===== src/rtl/midi_msg_parser.sv =====
// MIDI byte-stream to channel-voice message assembler with running status,
// realtime transparency, sysex discard and an optional channel filter.
module midi_msg_parser #(
    parameter int unsigned CHANNEL = 0,
    parameter bit          OMNI    = 1'b1
) (
    input  logic       clk,
    input  logic       reset,
    input  logic [7:0] din,
    input  logic       din_valid,
    output logic       msg_valid,
    output logic [2:0] msg_kind,
    output logic [3:0] msg_chan,
    output logic [6:0] msg_data1,
    output logic [6:0] msg_data2,
    output logic       stray
);
    typedef enum logic [1:0] {ST_IDLE, ST_WAIT_D1, ST_WAIT_D2, ST_SYSEX} state_t;

    state_t     r_state, w_state_nx;
    logic [7:0] r_run_status, w_run_nx;
    logic [6:0] r_d1, w_d1_nx;
    logic       w_emit, w_stray, w_accept;
    logic [6:0] w_out_d1, w_out_d2;
    logic [2:0] w_kind;

    // Byte classification and next-state decode
    always_comb begin
        w_state_nx = r_state;
        w_run_nx   = r_run_status;
        w_d1_nx    = r_d1;
        w_emit     = 1'b0;
        w_stray    = 1'b0;
        w_out_d1   = r_d1;
        w_out_d2   = 7'd0;
        if (din_valid) begin
            if (!din[7]) begin
                case (r_state)
                    ST_IDLE: w_stray = 1'b1;
                    ST_WAIT_D1: begin
                        w_d1_nx  = din[6:0];
                        w_out_d1 = din[6:0];
                        if (r_run_status[7:4] == 4'hC || r_run_status[7:4] == 4'hD) begin
                            w_emit = 1'b1;
                        end else begin
                            w_state_nx = ST_WAIT_D2;
                        end
                    end
                    ST_WAIT_D2: begin
                        w_out_d2   = din[6:0];
                        w_emit     = 1'b1;
                        w_state_nx = ST_WAIT_D1;
                    end
                    default: ;
                endcase
            end else if (din < 8'hF0) begin
                w_run_nx   = din;
                w_state_nx = ST_WAIT_D1;
            end else if (din == 8'hF0) begin
                w_run_nx   = 8'd0;
                w_state_nx = ST_SYSEX;
            end else if (din <= 8'hF7) begin
                w_run_nx   = 8'd0;
                w_state_nx = ST_IDLE;
            end
        end
    end

    // Status 0x8..0xE maps to kind 0..6; note-on with zero velocity becomes note-off
    assign w_kind   = (r_run_status[6:4] == 3'd1 && w_out_d2 == 7'd0) ? 3'd0 : r_run_status[6:4];
    assign w_accept = OMNI || (r_run_status[3:0] == 4'(CHANNEL));

    always_ff @(posedge clk or negedge reset) begin
        if (!reset) begin
            r_state      <= ST_IDLE;
            r_run_status <= 8'd0;
            r_d1         <= 7'd0;
        end else begin
            r_state      <= w_state_nx;
            r_run_status <= w_run_nx;
            r_d1         <= w_d1_nx;
        end
    end

    // Message record holds until the next accepted message
    always_ff @(posedge clk or negedge reset) begin
        if (!reset) begin
            msg_valid <= 1'b0;
            msg_kind  <= 3'd0;
            msg_chan  <= 4'd0;
            msg_data1 <= 7'd0;
            msg_data2 <= 7'd0;
            stray     <= 1'b0;
        end else begin
            msg_valid <= w_emit && w_accept;
            stray     <= w_stray;
            if (w_emit && w_accept) begin
                msg_kind  <= w_kind;
                msg_chan  <= r_run_status[3:0];
                msg_data1 <= w_out_d1;
                msg_data2 <= w_out_d2;
            end
        end
    end
endmodule


===== config.mk =====
export PLATFORM = sky130hd
export DESIGN_NAME = midi_msg_parser
export DESIGN_NICKNAME = d
export VERILOG_FILES = /design/src/rtl/midi_msg_parser.sv
export SDC_FILE = /design/constraint.sdc
export NUM_CORES = 1
export LEC_CHECK = 0
export ABC_AREA = 1
export CAP_MARGIN = 20
export CORE_MARGIN = 1.5
export CORE_UTILIZATION = 35
export DETAILED_ROUTE_END_ITERATION = 8
export GPL_TIMING_DRIVEN = 1
export SLEW_MARGIN = 20
export SYNTH_ARGS = -nofsm -noshare
export SYNTH_HDL_FRONTEND = slang
export SYNTH_SLANG_ARGS = --single-unit

===== constraint.sdc =====
create_clock -name clk -period 2.92 [get_ports clk]
set_input_delay 0.292 -clock clk [delete_from_list [all_inputs] [get_ports clk]]
set_output_delay 0.292 -clock clk [all_outputs]
set_load 0.02 [all_outputs]

==> results.sh, run 1 <==
export IMPL_hold_buffers=0
export IMPL_grt_pass1_wl_um=6470
export IMPL_chipHeight_um=74.6
export IMPL_place_ws_ns=0.677
export IMPL_fp_row_count=25
export IMPL_netSwitchingFraction_pct=36.5
export IMPL_ys_ff_latch=40
export IMPL_ir_worst_vdd_v=0.000399
export IMPL_cpMaxStageDelayCell="nand2_2"
export IMPL_insertion_delay_ns=0.29
export IMPL_placed_area_um2=2170
export IMPL_dpl_hpwl_um=2800
export IMPL_routed_wl_um=4020
export IMPL_crit_top_cell="nand2_1"
export IMPL_pwr_share_clk_pct=20.0
export IMPL_cp_required_ns=3.11
export IMPL_viasPerCell=4.57
export IMPL_grt_busiest_layer="met2"
export IMPL_drcViolationCount=0
export IMPL_clock_sinks=40
export IMPL_hold_ws_ns=0.114
export IMPL_cp_startpoint="r_state[0]$_DFFE_PN0P_"
export IMPL_p_int_uw=1220
export IMPL_area_growth_pct=25.9
export IMPL_synth_warnings=0
export IMPL_layout_min_cycle_time_ns=1.93
export IMPL_fin_util_pct=46.9
export IMPL_tightestPinTransition_ns=0.877
export IMPL_cp_end_kind="flip-flop"
export IMPL_grt_pass1_vias=1337
export IMPL_pwr_share_comb_pct=38.2
export IMPL_dieWidth_um=74.6
export IMPL_rsz0062_at_grt="false"
export IMPL_hold_violations=0
export IMPL_p_per_area_nw_per_um2=851
export IMPL_cts_resized=0
export IMPL_die_area_um2=5570
export IMPL_ctsRootBufferMaster="clkbuf_8"
export IMPL_initial_core_util_pct=37.3
export IMPL_synthCells=218
export IMPL_first_pass_iters=4
export IMPL_setup_viol=0
export IMPL_port_buffers=33
export IMPL_seqPwrFrac_pct=41.8
export IMPL_wire_per_inst_um=12.5
export IMPL_cts_tree="done"
export IMPL_place_congestion=0.865
export IMPL_ios=34
export IMPL_fin_area_um2=2260
export IMPL_synth_top_cell_area_share_pct=55.7
export IMPL_crit_type="reg2reg"
export IMPL_clockBufferDepth=2
export IMPL_final_max_slew_viol_count=0
export IMPL_htreeDepth=2
export IMPL_grtUsageTotal_pct=16.0
export IMPL_hold_class="in2async"
export IMPL_path_cells="inv_1 -> ha_1 -> buf_4 -> o21bai_1 -> nand2_2 -> inv_2 -> nand2_1 -> nand2_1"
export IMPL_path_max_fanout=32
export IMPL_layout_commonest_cell="nand2_1"
export IMPL_path_clk_slew_ns=0.08
export IMPL_n_fill_cell=504
export IMPL_p_leak_uw=0.00111
export IMPL_regToRegStartpoint="r_state[0]$_DFFE_PN0P_"
export IMPL_critPathMaxStageDelay_ns=0.43
export IMPL_layout_nets=267
export IMPL_grt_max_degree=41
export IMPL_drive_gt1_share_pct=6.69
export IMPL_switchingPower_uw=703
export IMPL_synth_top_cell_by_area="dfrtp_1"
export IMPL_drv_cap=0
export IMPL_syn_nets=232
export IMPL_worstPathArrival_ns=2.12
export IMPL_fmax_mhz=518
export IMPL_yosys_top_cells_area="dfrtp_1 (56%), nand2_1 (19%), nand3_1 (5.3%)"
export IMPL_grt_util_met2_pct=25.0
export IMPL_gr_usage_met1_pct=21.3
export IMPL_synthDistinctLibCells=18
export IMPL_final_period_utilization_pct=66.1
export IMPL_max_slew_margin_pct=41.6
export IMPL_ys_seq_area_share_pct=55.7
export IMPL_antenna_found_initial=0
export IMPL_fin_worst_skew_ns=0.00304
export IMPL_outcome="complete, no violations"
export IMPL_vias=1467
export IMPL_core_area_um2=4820
export IMPL_cts_buffers=5
export IMPL_met3_usage_pct=4.02
export IMPL_postCtsSetupRepairBufs=0
export IMPL_setup_tns_ns=0
export IMPL_drt_initial_drc_count=132
export IMPL_cp_start_kind="flip-flop"
export IMPL_setup_ws_ns=0.990
export IMPL_layout_common_cells="nand2_1 (93), dfrtp_1 (40), clkdlybuf4s50_1 (32), nand3_1 (19), o21ai_0 (14)"
export IMPL_grt_overflow=0
export IMPL_netlist_area_um2=1800
export IMPL_num_antenna_cells=0
export IMPL_avgSynthCellArea_um2=8.24
export IMPL_ant_nets=0
## layer usage
layer / vias up / wire (µm)
met5: - / 0
met4: 0 / 61
met3: 6 / 165
met2: 33 / 1870
met1: 676 / 1920
li1: 752 / -
## through the flow
step,power [µW],instances
final,1920,321
after global placement,1550,313
after CTS,1940,321
after global routing,2060,321
after floorplan,1240,218
after detailed placement,1560,313
## cells by family (layout without fill, tap and decap cells)
family          count (synthesis)  count (layout)  synth area share, %
flops                          40              40                 55.7
fa+ha+maj                       3               3                 2.09
buf+inv                        23              59                 6.27
compound gates                 24              24                 7.11
simple gates                  128             128                 28.8
## power groups by stage
stage               Clock [µW]  Sequential [µW]  Combinational (µW)
floorplan                    0              926                 318
global placement             0              818                 733
detailed placement           0              817                 739
CTS                        392              808                 742
global route               417              823                 819
finish                     385              803                 736
## area by class of cell
type / instances / area [µm²] / share of cell area (%)
Sequential cell: 40 / 1000 / 44.3
Tap cell: 67 / 83.8 / 3.71
Inverter: 16 / 60.1 / 2.66
Timing Repair Buffer: 35 / 340 / 15.1
Clock inverter: 1 / 7.51 / 0.332
Multi-Input combinational cell: 155 / 682 / 30.2
Clock buffer: 7 / 86.3 / 3.82
## cell usage after synthesis
| master | instances |
|---|---|
| buf_4 | 2 |
| a21oi_1 | 4 |
| buf_2 | 3 |
| o21ai_1 | 3 |
| o21ai_0 | 14 |
| nor2_1 | 11 |
| nor2_2 | 2 |
| inv_2 | 3 |
| dfrtp_1 | 40 |
| a22oi_1 | 1 |
| inv_1 | 13 |
| buf_6 | 2 |
| nand3_1 | 19 |
| ha_1 | 3 |
| nand2_1 | 93 |
| o21bai_1 | 2 |
| nand2_2 | 2 |
| nand4_1 | 1 |
## critical path: cells and delay by family (launching register included)
family                     cells  cell delay, ns
buffers and inverters          3            0.47
DFF                            1            0.37
AOI/OAI and AO/OA              1            0.19
and+or+nand+nor                3            0.59
adders and majority gates      1            0.19
## final timing paths
check	slack, ns	end	depth (start not counted)
max	0.99	msg_kind[2]$_DFFE_PN0P_	8
min	0.11	msg_chan[0]$_DFFE_PN0P_	1
max reg2reg	0.99	msg_kind[2]$_DFFE_PN0P_	8
min reg2reg	0.48	msg_kind[0]$_DFFE_PN0P_	2
max in group asynchronous	2.26	msg_chan[3]$_DFFE_PN0P_	1
min in group clk	0.48	msg_kind[0]$_DFFE_PN0P_	2
## state kept, by name, summed over array words and instances, names as in the netlist
| name | flops |
|---|---|
| r_d1 | 7 |
| r_run_status | 8 |
| stray | 1 |
| msg_data1 | 7 |
| r_state | 2 |
| msg_data2 | 7 |
| msg_kind | 3 |
| msg_valid | 1 |
| msg_chan | 4 |
(Power assumes the default switching activity.)
==> run 2: changes to the inputs <==
Clock period 2.92 ns to 2 ns, I/O delays scaled along.
==> run 2 against run 1 <==
  * Largest cell class unchanged
  * Critical path type unchanged
  * Clock power up 80%
  * Highest routed layer unchanged
  * Flip-flop and latch count is the same
  * Worst setup slack worse by 0.53 ns
==> results.sh, run 2 (same netlist as run 1, synthesis figures left out) <==
export IMPL_hold_violations=0
export IMPL_cts_tree="done"
export IMPL_fmax_mhz=651
export IMPL_dpl_hpwl_um=2870
export IMPL_wire_per_inst_um=12.3
export IMPL_initial_core_util_pct=37.3
export IMPL_clockBufferDepth=2
export IMPL_drt_initial_drc_count=90
export IMPL_layout_commonest_cell="nand2_1"
export IMPL_num_antenna_cells=0
export IMPL_cp_end_kind="flip-flop"
export IMPL_fp_row_count=25
export IMPL_wl_met2_um=1860
export IMPL_place_congestion=0.783
export IMPL_ant_nets=0
export IMPL_ios=34
export IMPL_p_per_area_nw_per_um2=1260
export IMPL_drt_met1_wl_um=1920
export IMPL_htreeDepth=2
export IMPL_final_max_slew_viol_count=0
export IMPL_rsz0062_at_grt="false"
export IMPL_cts_buffers=5
export IMPL_final_period_utilization_pct=76.8
export IMPL_grt_max_degree=41
export IMPL_vias=1482
export IMPL_layout_min_cycle_time_ns=1.54
export IMPL_antenna_found_initial=0
export IMPL_grtUsageTotal_pct=17.6
export IMPL_hold_ws_ns=0.474
export IMPL_grt_pass1_vias=1468
export IMPL_placed_area_um2=2210
export IMPL_grt_overflow=0
export IMPL_outcome="complete, no violations"
export IMPL_drcViolationCount=0
export IMPL_port_buffers=33
export IMPL_layout_common_cells="nand2_1 (93), dfrtp_1 (40), clkdlybuf4s50_1 (32), nand3_1 (19), o21ai_0 (14)"
export IMPL_worstPathArrival_ns=1.73
export IMPL_layout_nets=272
export IMPL_top_register="r_run_status"
export IMPL_path_max_fanout=9
export IMPL_largest_reg_flops=8
export IMPL_insertion_delay_ns=0.29
export IMPL_max_slew_margin_pct=66.7
export IMPL_grt_pass1_wl_um=7230
export IMPL_drv_cap=0
export IMPL_first_pass_iters=4
export IMPL_clock_sinks=40
export IMPL_area_growth_pct=30.4
export IMPL_wl_met3_um=175
export IMPL_fin_worst_skew_ns=0.00399
export IMPL_cp_start_kind="flip-flop"
export IMPL_viasPerCell=4.55
export IMPL_hold_class="reg2reg"
export IMPL_setup_tns_ns=0
export IMPL_path_clk_slew_ns=0.08
export IMPL_setup_viol=0
export IMPL_p_total_uw=2950
export IMPL_dieWidth_um=74.6
export IMPL_chipHeight_um=74.6
export IMPL_postCtsSetupRepairBufs=0
export IMPL_hold_buffers=1
export IMPL_cts_resized=0
export IMPL_tightestPinTransition_ns=0.500
export IMPL_fin_area_um2=2340
export IMPL_drive_gt1_share_pct=8.49
export IMPL_fin_util_pct=48.6
export IMPL_core_area_um2=4820
export IMPL_p_leak_uw=0.00116
export IMPL_ir_worst_vdd_v=0.000633
export IMPL_routed_wl_um=4020
export IMPL_ctsRootBufferMaster="clkbuf_8"
export IMPL_crit_type="reg2reg"
export IMPL_dr_max_layer_used="met4"
export IMPL_cp_required_ns=2.19
export IMPL_die_area_um2=5570
run 2: cell count changes in the layout (fill, tap and decap cells not counted), sizes merged:
cell and delta:
buf +4, clkinvlp -1, bufinv +1, dlygate4sd3 +1
clkinv +1, clkbuf -1
run 2: worst paths after layout:
| check | from | endpoint | slack (ns) | cells after the start |
|---|---|---|---|---|
| max | r_state[1]$_DFFE_PN0P_ | r_state[0]$_DFFE_PN0P_ | 0.46 | 9 |
| max reg2reg | r_state[1]$_DFFE_PN0P_ | r_state[0]$_DFFE_PN0P_ | 0.46 | 9 |
| max in group asynchronous | reset | msg_data1[1]$_DFFE_PN0P_ | 1.17 | 3 |
| min in group asynchronous | reset | msg_chan[1]$_DFFE_PN0P_ | 0.49 | 3 |
| min reg2reg | r_run_status[4]$_DFFE_PN0P_ | r_run_status[4]$_DFFE_PN0P_ | 0.47 | 2 |
| min | r_run_status[4]$_DFFE_PN0P_ | r_run_status[4]$_DFFE_PN0P_ | 0.47 | 2 |
run 2: area by class of cell:
type                    count  area, µm²
repair buffers             40        393
inverters                  16       60.1
well taps                  67       83.8
clock inverters             2       38.8
multi-input cells         155        682
fillers                   493       2480
clock buffers               6       82.6
flip-flops and latches     40       1000
run 2: critical path: stages (launching register included):
cell and delay [ns]:
dfrtp_1 0.40, inv_1 0.08, ha_1 0.18, inv_1 0.14, nor2_2 0.28, nand2_1 0.12, nand2_1 0.07, nor2_1 0.05
nand2_1 0.05, nand2_1 0.05
run 2: per-stage QoR:
stage,cells,worst slack [ns]
6_report,326,0.464
5_1_grt,326,0.252
4_1_cts,326,0.432
3_5_place_dp,317,0.192
3_3_place_gp,317,0.183
2_1_floorplan,218,0.695
run 2: where the power goes:
part | switching [µW] | internal, µW | leakage, µW
Clock | 286 | 408 | 0.0000614
Combinational | 623 | 462 | 0.000580
Sequential | 113 | 1060 | 0.000517
Total | 1020 | 1930 | 0.00116
run 2: routing by layer:
layer / up-vias / GRT usage, %
li1: 766 / -
met1: 674 / 24.8
met2: 36 / 26.9
met3: 6 / 4.15
met4: 0 / 6.06
met5: - / 0
==> RTL change (config.mk and constraints of run 2) <==
Add an input register stage for `din` and `din_valid`; this delays them by one clock.
--- a/src/rtl/midi_msg_parser.sv
+++ b/src/rtl/midi_msg_parser.sv
@@ -18,4 +18,12 @@
     typedef enum logic [1:0] {ST_IDLE, ST_WAIT_D1, ST_WAIT_D2, ST_SYSEX} state_t;
 
+    logic [7:0] din_q;
+    logic din_valid_q;
+
+    always_ff @(posedge clk) begin
+        din_q       <= din;
+        din_valid_q <= din_valid;
+    end
+
     state_t     r_state, w_state_nx;
     logic [7:0] r_run_status, w_run_nx;
@@ -34,11 +42,11 @@
         w_out_d1   = r_d1;
         w_out_d2   = 7'd0;
-        if (din_valid) begin
-            if (!din[7]) begin
+        if (din_valid_q) begin
+            if (!din_q[7]) begin
                 case (r_state)
                     ST_IDLE: w_stray = 1'b1;
                     ST_WAIT_D1: begin
-                        w_d1_nx  = din[6:0];
-                        w_out_d1 = din[6:0];
+                        w_d1_nx  = din_q[6:0];
+                        w_out_d1 = din_q[6:0];
                         if (r_run_status[7:4] == 4'hC || r_run_status[7:4] == 4'hD) begin
                             w_emit = 1'b1;
@@ -48,5 +56,5 @@
                     end
                     ST_WAIT_D2: begin
-                        w_out_d2   = din[6:0];
+                        w_out_d2   = din_q[6:0];
                         w_emit     = 1'b1;
                         w_state_nx = ST_WAIT_D1;
@@ -54,11 +62,11 @@
                     default: ;
                 endcase
-            end else if (din < 8'hF0) begin
-                w_run_nx   = din;
+            end else if (din_q < 8'hF0) begin
+                w_run_nx   = din_q;
                 w_state_nx = ST_WAIT_D1;
-            end else if (din == 8'hF0) begin
+            end else if (din_q == 8'hF0) begin
                 w_run_nx   = 8'd0;
                 w_state_nx = ST_SYSEX;
-            end else if (din <= 8'hF7) begin
+            end else if (din_q <= 8'hF7) begin
                 w_run_nx   = 8'd0;
                 w_state_nx = ST_IDLE;
Function: changed (a bounded check fails within 4 cycles, from zero or initial values and one cycle with reset low).
==> RTL change against run 2 <==
Count of clock-buffer cells in the layout unchanged. Clock power shrank 23%. Sequential power grew 19%. Clock skew is 0.0042 ns higher. Worst hold slack got worse by 0.13 ns. Area after synthesis rose by 9.8%. Sequential share of layout area up 5.2 points. Sequential cell count up 9. Power grew 2.1%. Wire length decreased by 2.3%. Final area rose by 5.2%. Worst setup slack worse by 0.020 ns. Combinational power barely moved. Utilization is 3.6 points lower. Largest power group unchanged. Highest routed layer unchanged.
==> RTL change: results (changes against run 2) <==
status=finished, final reports clean (unchanged); Peak Freq=642 MHz (was 651 MHz); slowest stage delay, CP=0.38 ns (was 0.40 ns); most frequent cells after synthesis=nand2_1, dfrtp_1, nand3_1 (unchanged); maximum fanout along the worst path=22 (was 9); Leakage=1.20 nW (was 1.16 nW); Area contributors post-synth=dfrtp_1, nand2_1, dfxtp_1, nand3_1, o21ai_0 (was dfrtp_1, nand2_1, nand3_1, o21ai_0, inv_1); Mapped Cells=228 (was 218); Initial DRC Count=121 (was 90); Cell variety after synth=19 (was 18); dpl hpwl=2870 um (about the same); syn nets=242 (was 232); WL final=3930 um (was 4020 um); Least-Margin Pin Slew=0.492 ns (was 0.500 ns); Register Area=1180 um2 (was 1000 um2); vias in the first global route=1495 (was 1468); largest net degree at the start of global routing=41 (unchanged); GRT Overall Usage=0.147 (was 0.176); Hold Crit Class=primary input to flip-flop (was flip-flop to flip-flop); layout cells sized above 1=0.0637 (was 0.0849); Synth Area in Adders=0.0190 (was 0.0209); Worst VDD drop=0.424 mV (was 0.633 mV); Seq/Total Area, Yosys=0.599 (was 0.557); crit path launch=r_state[0] (was r_state[1]); crit path DAT=1.75 ns (was 1.73 ns); final-stage net count=281 (was 272); pre-CTS WS=0.430 ns (was 0.192 ns); first-pass GRT wire length=6980 um (was 7230 um); FF-to-FF setup slack=0.44 ns (was 0.46 ns); ys async rst share=0.816 (was 1.00); RR Endpoint=msg_kind[0] (was r_state[0]); Post-DP Area=2380 um2 (was 2210 um2); routed vias/inst=4.53 (was 4.55)
[RTL change: layer usage]
| layer | global-route usage | vias to the layer above | wire length [um] |
|---|---|---|---|
| met5 | 0 | - | 0 |
| met4 | 0.0536 | 0 | 74 |
| met3 | 0.0279 | 9 | 175 |
| met2 | 0.230 | 45 | 1800 |
| met1 | 0.202 | 690 | 1880 |
| li1 | - | 793 | - |
[RTL change: cell families (layout without fill, tap and decap cells)]
kind of cell	Yosys count	after routing
and+or+nand+nor	129	129
DFF	49	49
AOI/OAI and AO/OA	24	24
buffers and inverters	23	62
adders and majority gates	3	3
[RTL change: worst min path at each step]
stage	end	cells past startpoint	slack (ns)	startpoint
floorplan	msg_chan[0]	0	-0.1	reset
global placement	msg_chan[3]	2	0.29	reset
detailed placement	msg_data2[4]	2	0.29	reset
CTS	din_q[2]	1	0.34	din[2]
global route	din_q[4]	1	0.34	din[4]
finish	din_q[2]	1	0.34	din[2]
[RTL change: area by class of cell]
| cell class | count | share of cell area |
|---|---|---|
| clock buffers | 6 | 0.0295 |
| clock inverters | 1 | 0.00152 |
| inverters | 16 | 0.0244 |
| multi-input cells | 156 | 0.277 |
| flip-flops and latches | 49 | 0.479 |
| well taps | 72 | 0.0366 |
| repair buffers | 39 | 0.151 |
[RTL change: worst register-to-register path, delay by kind of cell, from the launching register on]
kind,cells,cell delay [ns]
and+or+nand+nor,5,0.40
DFF,1,0.38
buffers and inverters,3,0.38
adders and majority gates,1,0.29
[RTL change: power breakdown]
group | switching (W) | internal (W)
clock | 0.000295 | 0.000236
combinational | 0.000614 | 0.000471
sequential | 0.000139 | 0.00125
